$ cat config.mk
export PLATFORM = sky130hd
export DESIGN_NAME = uart_fifo_peripheral
export DESIGN_NICKNAME = d
export VERILOG_FILES = /design/src/rtl/uart_periph_pkg.sv /design/src/rtl/sync_fifo.sv /design/src/rtl/uart_fifo_peripheral.sv
export SDC_FILE = /design/constraint.sdc
export NUM_CORES = 1
export LEC_CHECK = 0
export ABC_AREA = 1
export CAP_MARGIN = 20
export CORE_ASPECT_RATIO = 1.4
export CORE_MARGIN = 2
export CORE_UTILIZATION = 35
export DETAILED_ROUTE_END_ITERATION = 10
export GPL_TIMING_DRIVEN = 0
export MAX_ROUTING_LAYER = met4
export PLACE_DENSITY_LB_ADDON = 0.25
export SLEW_MARGIN = 20
export SYNTH_ARGS = -nofsm -noshare
export SYNTH_HDL_FRONTEND = slang
export SYNTH_SLANG_ARGS = --single-unit
$ cat constraint.sdc
create_clock -name clk -period 3.2 [get_ports clk]
set_input_delay 0.32 -clock clk [delete_from_list [all_inputs] [get_ports clk]]
set_output_delay 0.32 -clock clk [all_outputs]
set_load 0.05 [all_outputs]
$ cat src/rtl/uart_periph_pkg.sv
// Shared definitions for the memory-mapped UART: register indices, bit positions, FSM states.
// No logic; imported by the peripheral top.
// No backpressure; constants only.
package uart_periph_pkg;

  localparam logic [2:0] REG_TXDATA   = 3'd0;
  localparam logic [2:0] REG_RXDATA   = 3'd1;
  localparam logic [2:0] REG_STATUS   = 3'd2;
  localparam logic [2:0] REG_CTRL     = 3'd3;
  localparam logic [2:0] REG_BAUD_DIV = 3'd4;

  localparam int ST_TX_FULL    = 0;
  localparam int ST_TX_EMPTY   = 1;
  localparam int ST_RX_FULL    = 2;
  localparam int ST_RX_EMPTY   = 3;
  localparam int ST_TX_BUSY    = 4;
  localparam int ST_RX_OVERRUN = 5;
  localparam int ST_FRAME_ERR  = 6;

  localparam int CTRL_TX_EN     = 0;
  localparam int CTRL_RX_EN     = 1;
  localparam int CTRL_IRQ_RX_EN = 2;
  localparam int CTRL_IRQ_TX_EN = 3;

  localparam logic [3:0] CTRL_RESET = 4'h3;

  typedef enum logic [1:0] {TX_IDLE, TX_START, TX_DATA, TX_STOP} tx_state_t;
  typedef enum logic [1:0] {RX_IDLE, RX_START, RX_DATA, RX_STOP} rx_state_t;

endpackage

$ cat src/rtl/sync_fifo.sv
// Synchronous first-word-fall-through FIFO; head_dat shows the oldest entry combinationally.
// Latency: a pushed word is visible at head_dat the cycle after the push edge.
// Backpressure: push while full is dropped unless a pop happens in the same cycle.
module sync_fifo #(
  parameter int WIDTH = 8,
  parameter int DEPTH = 16
) (
  input  logic                     clk,
  input  logic                     reset,
  input  logic                     push,
  input  logic [WIDTH-1:0]         push_dat,
  input  logic                     pop,
  output logic [WIDTH-1:0]         head_dat,
  output logic                     full,
  output logic                     empty,
  output logic [$clog2(DEPTH):0]   count
);

  localparam int AW = $clog2(DEPTH);

  logic [WIDTH-1:0] mem [DEPTH];
  logic [AW-1:0]    wr_ptr;
  logic [AW-1:0]    rd_ptr;
  logic [AW:0]      cnt;
  logic             do_push;
  logic             do_pop;

  // When full, a simultaneous pop frees the slot being written, so both proceed.
  assign do_push  = push & (~full | pop);
  assign do_pop   = pop & ~empty;
  assign full     = (cnt == (AW+1)'(DEPTH));
  assign empty    = (cnt == '0);
  assign count    = cnt;
  assign head_dat = mem[rd_ptr];

  always_ff @(posedge clk) begin
    if (reset) begin
      wr_ptr <= '0;
      rd_ptr <= '0;
      cnt    <= '0;
    end else begin
      if (do_push) wr_ptr <= wr_ptr + 1'b1;
      if (do_pop)  rd_ptr <= rd_ptr + 1'b1;
      case ({do_push, do_pop})
        2'b10:   cnt <= cnt + 1'b1;
        2'b01:   cnt <= cnt - 1'b1;
        default: cnt <= cnt;
      endcase
    end
  end

  always_ff @(posedge clk) begin
    if (do_push) mem[wr_ptr] <= push_dat;
  end

endmodule

$ cat src/rtl/uart_fifo_peripheral.sv
// Memory-mapped UART with TX/RX FIFOs, runtime baud divisor, sticky error flags and level irq.
// Latency: TX line drops the cycle after the FIFO pop; RX byte lands one cycle after stop sample.
// Backpressure: TX writes while full are ignored; RX bytes arriving while full are dropped (overrun).
module uart_fifo_peripheral #(
  parameter int          FIFO_DEPTH  = 16,
  parameter logic [15:0] DIV_DEFAULT = 16'd433,
  parameter logic [31:0] BASE_ADDR   = 32'h4000_0020
) (
  input  logic        clk,
  input  logic        reset,
  input  logic        sel,
  input  logic        rd,
  input  logic        wr,
  input  logic [31:0] addr,
  input  logic [31:0] wdata,
  output logic [31:0] rdata,
  input  logic        uart_rx,
  output logic        uart_tx,
  output logic        irqout
);

  import uart_periph_pkg::*;

  localparam int CW = $clog2(FIFO_DEPTH) + 1;

  logic [3:0]    ctrl;
  logic [15:0]   baud_div;
  logic          rx_overrun, frame_err;
  logic          hit, wr_hit, rd_hit;
  logic [2:0]    reg_idx;
  logic          tx_push, rx_pop, st_wr;
  logic [31:0]   status_word;
  logic          unused_bits;

  logic          tx_full, tx_empty, tx_pop, tx_busy, tx_go, tx_tick;
  logic [7:0]    tx_head;
  logic [CW-1:0] tx_count_unused;
  tx_state_t     tx_state, tx_state_n;
  logic [15:0]   tx_cnt, tx_cnt_n, tx_div, tx_div_n;
  logic [7:0]    tx_shift, tx_shift_n;
  logic [2:0]    tx_bit, tx_bit_n;

  logic          rx_full, rx_empty, rx_push, rx_ferr;
  logic [7:0]    rx_head;
  logic [CW-1:0] rx_count;
  logic          rx_s1, rx_s2, rx_prev;
  rx_state_t     rx_state, rx_state_n;
  logic [15:0]   rx_cnt, rx_cnt_n, rx_div, rx_div_n, rx_half;
  logic [7:0]    rx_shift, rx_shift_n;
  logic [2:0]    rx_bit, rx_bit_n;

  assign hit     = sel & (addr[31:5] == BASE_ADDR[31:5]);
  assign wr_hit  = hit & wr;
  assign rd_hit  = hit & rd;
  assign reg_idx = addr[4:2];
  assign tx_push = wr_hit & (reg_idx == REG_TXDATA);
  assign rx_pop  = rd_hit & (reg_idx == REG_RXDATA);
  assign st_wr   = wr_hit & (reg_idx == REG_STATUS);
  assign unused_bits = ^{addr[1:0], wdata[31:16]};

  sync_fifo #(.WIDTH(8), .DEPTH(FIFO_DEPTH)) u_tx_fifo (
    .clk(clk), .reset(reset), .push(tx_push), .push_dat(wdata[7:0]), .pop(tx_pop),
    .head_dat(tx_head), .full(tx_full), .empty(tx_empty), .count(tx_count_unused)
  );

  sync_fifo #(.WIDTH(8), .DEPTH(FIFO_DEPTH)) u_rx_fifo (
    .clk(clk), .reset(reset), .push(rx_push), .push_dat(rx_shift_n), .pop(rx_pop),
    .head_dat(rx_head), .full(rx_full), .empty(rx_empty), .count(rx_count)
  );

  always_comb begin
    status_word                = '0;
    status_word[ST_TX_FULL]    = tx_full;
    status_word[ST_TX_EMPTY]   = tx_empty;
    status_word[ST_RX_FULL]    = rx_full;
    status_word[ST_RX_EMPTY]   = rx_empty;
    status_word[ST_TX_BUSY]    = tx_busy;
    status_word[ST_RX_OVERRUN] = rx_overrun;
    status_word[ST_FRAME_ERR]  = frame_err;
    status_word[15:8]          = 8'(rx_count);
  end

  always_comb begin
    rdata = '0;
    if (rd_hit) begin
      case (reg_idx)
        REG_RXDATA:   rdata = rx_empty ? 32'b0 : {24'b0, rx_head};
        REG_STATUS:   rdata = status_word;
        REG_CTRL:     rdata = {28'b0, ctrl};
        REG_BAUD_DIV: rdata = {16'b0, baud_div};
        default:      rdata = '0;
      endcase
    end
  end

  // Sticky flags: a set in the same cycle as a write-1-to-clear wins.
  always_ff @(posedge clk) begin
    if (reset) begin
      ctrl       <= CTRL_RESET;
      baud_div   <= DIV_DEFAULT;
      rx_overrun <= 1'b0;
      frame_err  <= 1'b0;
      irqout     <= 1'b0;
    end else begin
      if (wr_hit && reg_idx == REG_CTRL)     ctrl     <= wdata[3:0];
      if (wr_hit && reg_idx == REG_BAUD_DIV) baud_div <= wdata[15:0];
      rx_overrun <= (rx_push & rx_full & ~rx_pop) |
                    (rx_overrun & ~(st_wr & wdata[ST_RX_OVERRUN]));
      frame_err  <= rx_ferr | (frame_err & ~(st_wr & wdata[ST_FRAME_ERR]));
      irqout     <= (ctrl[CTRL_IRQ_RX_EN] & ~rx_empty) |
                    (ctrl[CTRL_IRQ_TX_EN] & tx_empty & ~tx_busy);
    end
  end

  assign tx_busy = (tx_state != TX_IDLE);
  assign tx_go   = ctrl[CTRL_TX_EN] & ~tx_empty;
  assign tx_tick = (tx_cnt == tx_div);
  assign uart_tx = (tx_state == TX_START) ? 1'b0 :
                   (tx_state == TX_DATA)  ? tx_shift[0] : 1'b1;

  always_comb begin
    tx_state_n = tx_state;
    tx_cnt_n   = tx_cnt;
    tx_div_n   = tx_div;
    tx_shift_n = tx_shift;
    tx_bit_n   = tx_bit;
    tx_pop     = 1'b0;
    if (tx_state != TX_IDLE) tx_cnt_n = tx_tick ? 16'd0 : tx_cnt + 16'd1;
    case (tx_state)
      TX_IDLE: if (tx_go) begin
        tx_state_n = TX_START;
        tx_pop     = 1'b1;
        tx_shift_n = tx_head;
        tx_div_n   = baud_div;
        tx_cnt_n   = 16'd0;
      end
      TX_START: if (tx_tick) begin
        tx_state_n = TX_DATA;
        tx_bit_n   = 3'd0;
      end
      TX_DATA: if (tx_tick) begin
        if (tx_bit == 3'd7) begin
          tx_state_n = TX_STOP;
        end else begin
          tx_bit_n   = tx_bit + 3'd1;
          tx_shift_n = {1'b0, tx_shift[7:1]};
        end
      end
      TX_STOP: if (tx_tick) begin
        // Chain straight into the next frame so back-to-back bytes have no idle gap.
        if (tx_go) begin
          tx_state_n = TX_START;
          tx_pop     = 1'b1;
          tx_shift_n = tx_head;
          tx_div_n   = baud_div;
        end else begin
          tx_state_n = TX_IDLE;
        end
      end
      default: tx_state_n = TX_IDLE;
    endcase
  end

  always_ff @(posedge clk) begin
    if (reset) begin
      tx_state <= TX_IDLE;
      tx_cnt   <= '0;
      tx_div   <= '0;
      tx_shift <= '0;
      tx_bit   <= '0;
    end else begin
      tx_state <= tx_state_n;
      tx_cnt   <= tx_cnt_n;
      tx_div   <= tx_div_n;
      tx_shift <= tx_shift_n;
      tx_bit   <= tx_bit_n;
    end
  end

  always_ff @(posedge clk) begin
    if (reset) begin
      rx_s1   <= 1'b1;
      rx_s2   <= 1'b1;
      rx_prev <= 1'b1;
    end else begin
      rx_s1   <= uart_rx;
      rx_s2   <= rx_s1;
      rx_prev <= rx_s2;
    end
  end

  assign rx_half = {1'b0, rx_div[15:1]};

  always_comb begin
    rx_state_n = rx_state;
    rx_cnt_n   = rx_cnt;
    rx_div_n   = rx_div;
    rx_shift_n = rx_shift;
    rx_bit_n   = rx_bit;
    rx_push    = 1'b0;
    rx_ferr    = 1'b0;
    case (rx_state)
      RX_IDLE: if (ctrl[CTRL_RX_EN] && rx_prev && !rx_s2) begin
        rx_state_n = RX_START;
        rx_cnt_n   = 16'd0;
        rx_div_n   = baud_div;
      end
      RX_START: if (rx_cnt == rx_half) begin
        // Line back high at mid start bit means a glitch, not a frame.
        rx_cnt_n = 16'd0;
        if (rx_s2) begin
          rx_state_n = RX_IDLE;
        end else begin
          rx_state_n = RX_DATA;
          rx_bit_n   = 3'd0;
        end
      end else begin
        rx_cnt_n = rx_cnt + 16'd1;
      end
      RX_DATA: if (rx_cnt == rx_div) begin
        rx_cnt_n   = 16'd0;
        rx_shift_n = {rx_s2, rx_shift[7:1]};
        if (rx_bit == 3'd7) rx_state_n = RX_STOP;
        else                rx_bit_n   = rx_bit + 3'd1;
      end else begin
        rx_cnt_n = rx_cnt + 16'd1;
      end
      RX_STOP: if (rx_cnt == rx_div) begin
        rx_cnt_n   = 16'd0;
        rx_state_n = RX_IDLE;
        rx_push    = rx_s2;
        rx_ferr    = ~rx_s2;
      end else begin
        rx_cnt_n = rx_cnt + 16'd1;
      end
      default: rx_state_n = RX_IDLE;
    endcase
  end

  always_ff @(posedge clk) begin
    if (reset) begin
      rx_state <= RX_IDLE;
      rx_cnt   <= '0;
      rx_div   <= '0;
      rx_shift <= '0;
      rx_bit   <= '0;
    end else begin
      rx_state <= rx_state_n;
      rx_cnt   <= rx_cnt_n;
      rx_div   <= rx_div_n;
      rx_shift <= rx_shift_n;
      rx_bit   <= rx_bit_n;
    end
  end

endmodule

==> impl_metrics.py <==
metrics = {
    "timing": {
        "fin_crit_ns": 3.142,
        "drv_slew": 0,
        "relSlewSlack_pct": 31.09,
        "min_period_over_period_pct": 98.18,
        "max_freq_mhz": 318.3,
        "finalSetupTns_ns": 0,
        "finalHoldViolations": 0,
        "setup_viol": 0,
        "worstMarginPinSlew_ns": 1.034,
        "clock_skew_ns": 0.01657,
    },
    "route": {
        "vias_per_cell": 4.998,
        "via_count": 14840,
        "wl_um": 54010,
        "antenna_left": 0,
        "first_pass_iters": 5,
        "wire_per_inst_um": 18.20,
        "drc": 0,
        "drtIter0Drc": 973,
    },
    "yosys": {
        "yosysMostFrequentCell": "nand2_1",
        "synth_top_area_share_pct": 41.02,
        "syn_area_mm2": 0.01874,
        "post_synth.cell_area_avg_um2": 8.963,
        "ys_seq_area_share_pct": 57.04,
        "synth_cells": 2091,
        "async_flop_share_pct": 0,
        "synth_seq_cells": 406,
        "yosys_warnings": 0,
        "ys.flop_type": "edfxtp_1",
        "yosysTopAreaCell": "edfxtp_1",
        "synthDistinctLibCells": 51,
        "synth_edf_count": 256,
        "synthTopCellsByCount": "nand2_1, nor2_1, edfxtp_1",
        "synthTopCellsByArea": "edfxtp_1, dfxtp_1, nand2_1",
    },
    "critical_path": {
        "crit_fanout": 10,
        "r2r_start": "rx_cnt[8]$_SDFFE_PP0P_",
        "end_kind": "output port",
        "cp.arrival_ns": 2.82,
        "worst_ep_required_time_ns": 2.88,
        "crit_type": "register to output port",
        "startpoint_type": "register",
    },
    "final_layout": {
        "layout-drive-gt1-share_pct": 9.406,
        "fill_cells": 5290,
        "nets": 2321,
        "fin_cells": 2968,
        "area_growth_pct": 16.72,
        "diodes": 0,
    },
    "clock_network": {
        "holdBufCountCts": 0,
        "cts_tree": "yes",
        "clk_latency_ns": 0.60,
        "htreeDepth": 2,
        "numCtsBuffers": 43,
        "cts_buffer_depth": 3,
        "clk_pin_slew_ns": 0.06,
        "clock_sinks": 406,
        "root_buffer": "clkbuf_16",
    },
    "power_and_ir_drop": {
        "power.density_mw_per_mm2": 633.4,
        "irDropWorstVdd_mv": 0.4353,
        "total_leakage_power_uw": 0.008250,
    },
    "placed_design": {
        "dp.cells": 2888,
        "portBuffers": 68,
        "gp_congestion": 0.9309,
        "dpl.hpwl_um": 38990,
    },
    "run": {
        "maxCapViolations": 0,
    },
    "grt": {
        "grt_start_max_net_pins": 19,
        "grt_pass1_wl_um": 82840,
        "antenna_found_initial": 0,
        "overflow": 0,
        "first_global_vias": 14650,
        "grt_usage_pct": 20.18,
    },
    "die": {
        "die_w_um": 199.6,
        "die-area_mm2": 0.05544,
        "ios": 104,
        "die_y_um": 277.8,
        "initial_core_util_pct": 35.33,
        "core-area_mm2": 0.05305,
        "core.rowCount": 100,
    },
    "worst_hold_path": {
        "hold_class": "input pin to register",
        "hp-start": "uart_rx",
    },
    "status": {
        "status": "completed",
    },
}
==> layer usage <==
metal | wire length [um] | GRT usage, % | vias to the layer above
met4 | 2562 | 9.991 | 0
met2 | 28400 | 35.59 | 401
met3 | 2253 | 2.407 | 133
met5 | 0 | - | -
li1 | - | - | 7257
met1 | 20800 | 22.26 | 7044
==> stage by stage <==
stage | power (uW) | hold slack, ns | worst slack, ns | instance area [um^2] | util, %
after floorplan | 8002 | 0.3895 | 0.4905 | 18800 | -
after global placement | 8961 | 0.3944 | -0.4570 | 20370 | 38.40
after detailed placement | 9018 | 0.4011 | -0.5151 | 20380 | 38.41
after CTS | 13950 | 0.3001 | 0.009820 | 21750 | 41.00
after global routing | 14460 | 0.3280 | -0.09033 | 21870 | 41.23
final | 13860 | 0.3089 | 0.05839 | 21870 | 41.23
==> where the power goes <==
part | leakage, uW | switching (uW) | total (uW) | internal (uW)
clock | 0.000655 | 2180 | 4920 | 2740
sequential | 0.00354 | 107 | 5780 | 5680
combinational | 0.00405 | 2210 | 3150 | 946
==> cells in the final DEF, fill, tap and decap left out, drive strengths merged, types with 16 or more instances in the layout <==
| cell | count |
|---|---|
| o21ai | 222 |
| edfxtp | 256 |
| dfxtp | 150 |
| o211ai | 68 |
| inv | 258 |
| a21oi | 135 |
| nand2 | 372 |
| xor2 | 25 |
| nand3 | 109 |
| clkinv | 23 |
| ha | 29 |
| buf | 57 |
| nand4 | 26 |
| clkbuf | 105 |
| clkdlybuf4s50 | 54 |
| nor2 | 276 |
| conb | 16 |
==> area by class of cell <==
cell class              count  area (um^2)  area share, %
inverters                 259        973.4          4.450
multi-input cells        1337         6730          30.77
flip-flops and latches    406        10700          48.90
plain buffers             102        518.0          2.368
repair buffers             72        703.2          3.215
well taps                 714        893.4          4.084
clock inverters            30        265.3          1.213
clock buffers              48         1095          5.005
==> repair_timing <==
| action | CTS | global route |
|---|---|---|
| resized for setup | 79 | 43 |
| setup buffers | 1 | 3 |
| endpoints found under the setup margin | 15 | 15 |
| cloned | 0 | 0 |
| pin swaps | 1 | 3 |
| hold endpoints to repair | 0 | 0 |
==> critical path, stage by stage (launching register included) <==
cell	delay (ns)
dfxtp_1	0.33
clkbuf_4	0.19
inv_2	0.17
buf_4	0.21
nor2_1	0.05
nor2_1	0.07
o21ai_0	0.19
o211ai_1	0.15
o21ai_0	0.18
a21oi_1	0.19
a21oi_1	0.10
nor2_2	0.18
buf_6	0.20
==> kinds of logic (layout without fill, tap and decap cells) <==
logic type                 Yosys count  count (layout)  share of synthesized area [%]
DFF                                406             406                          57.04
adders and majority gates           30              30                          2.043
AOI/OAI and AO/OA                  448             448                          13.34
and+or+nand+nor                    814             814                          18.36
buffers and inverters              363             511                          7.844
xor gates and xnor gates            29              29                          1.355
other                                1              16                        0.02001
==> worst paths after layout <==
path                            cells after the start                               to  slack, ns
worst min register to register                      1                 rx_s2$_SDFF_PP1_       0.41
worst min-delay path                                2                 rx_s1$_SDFF_PP1_       0.31
worst max register to register                     19  u_rx_fifo.count[4]$_SDFFE_PP0P_       0.20
worst max-delay path                               12                         rdata[5]       0.06
==> flip-flops by register name, summed over array words and instances, names as in the netlist, 5 cells and up, named ones only <==
name,count
u_rx_fifo.count,5
tx_shift,8
rx_shift,8
u_tx_fifo.mem,128
baud_div,16
tx_cnt,16
rx_div,16
rx_cnt,16
tx_div,16
u_rx_fifo.mem,128
u_tx_fifo.count,5
(Power assumes the default switching activity.)
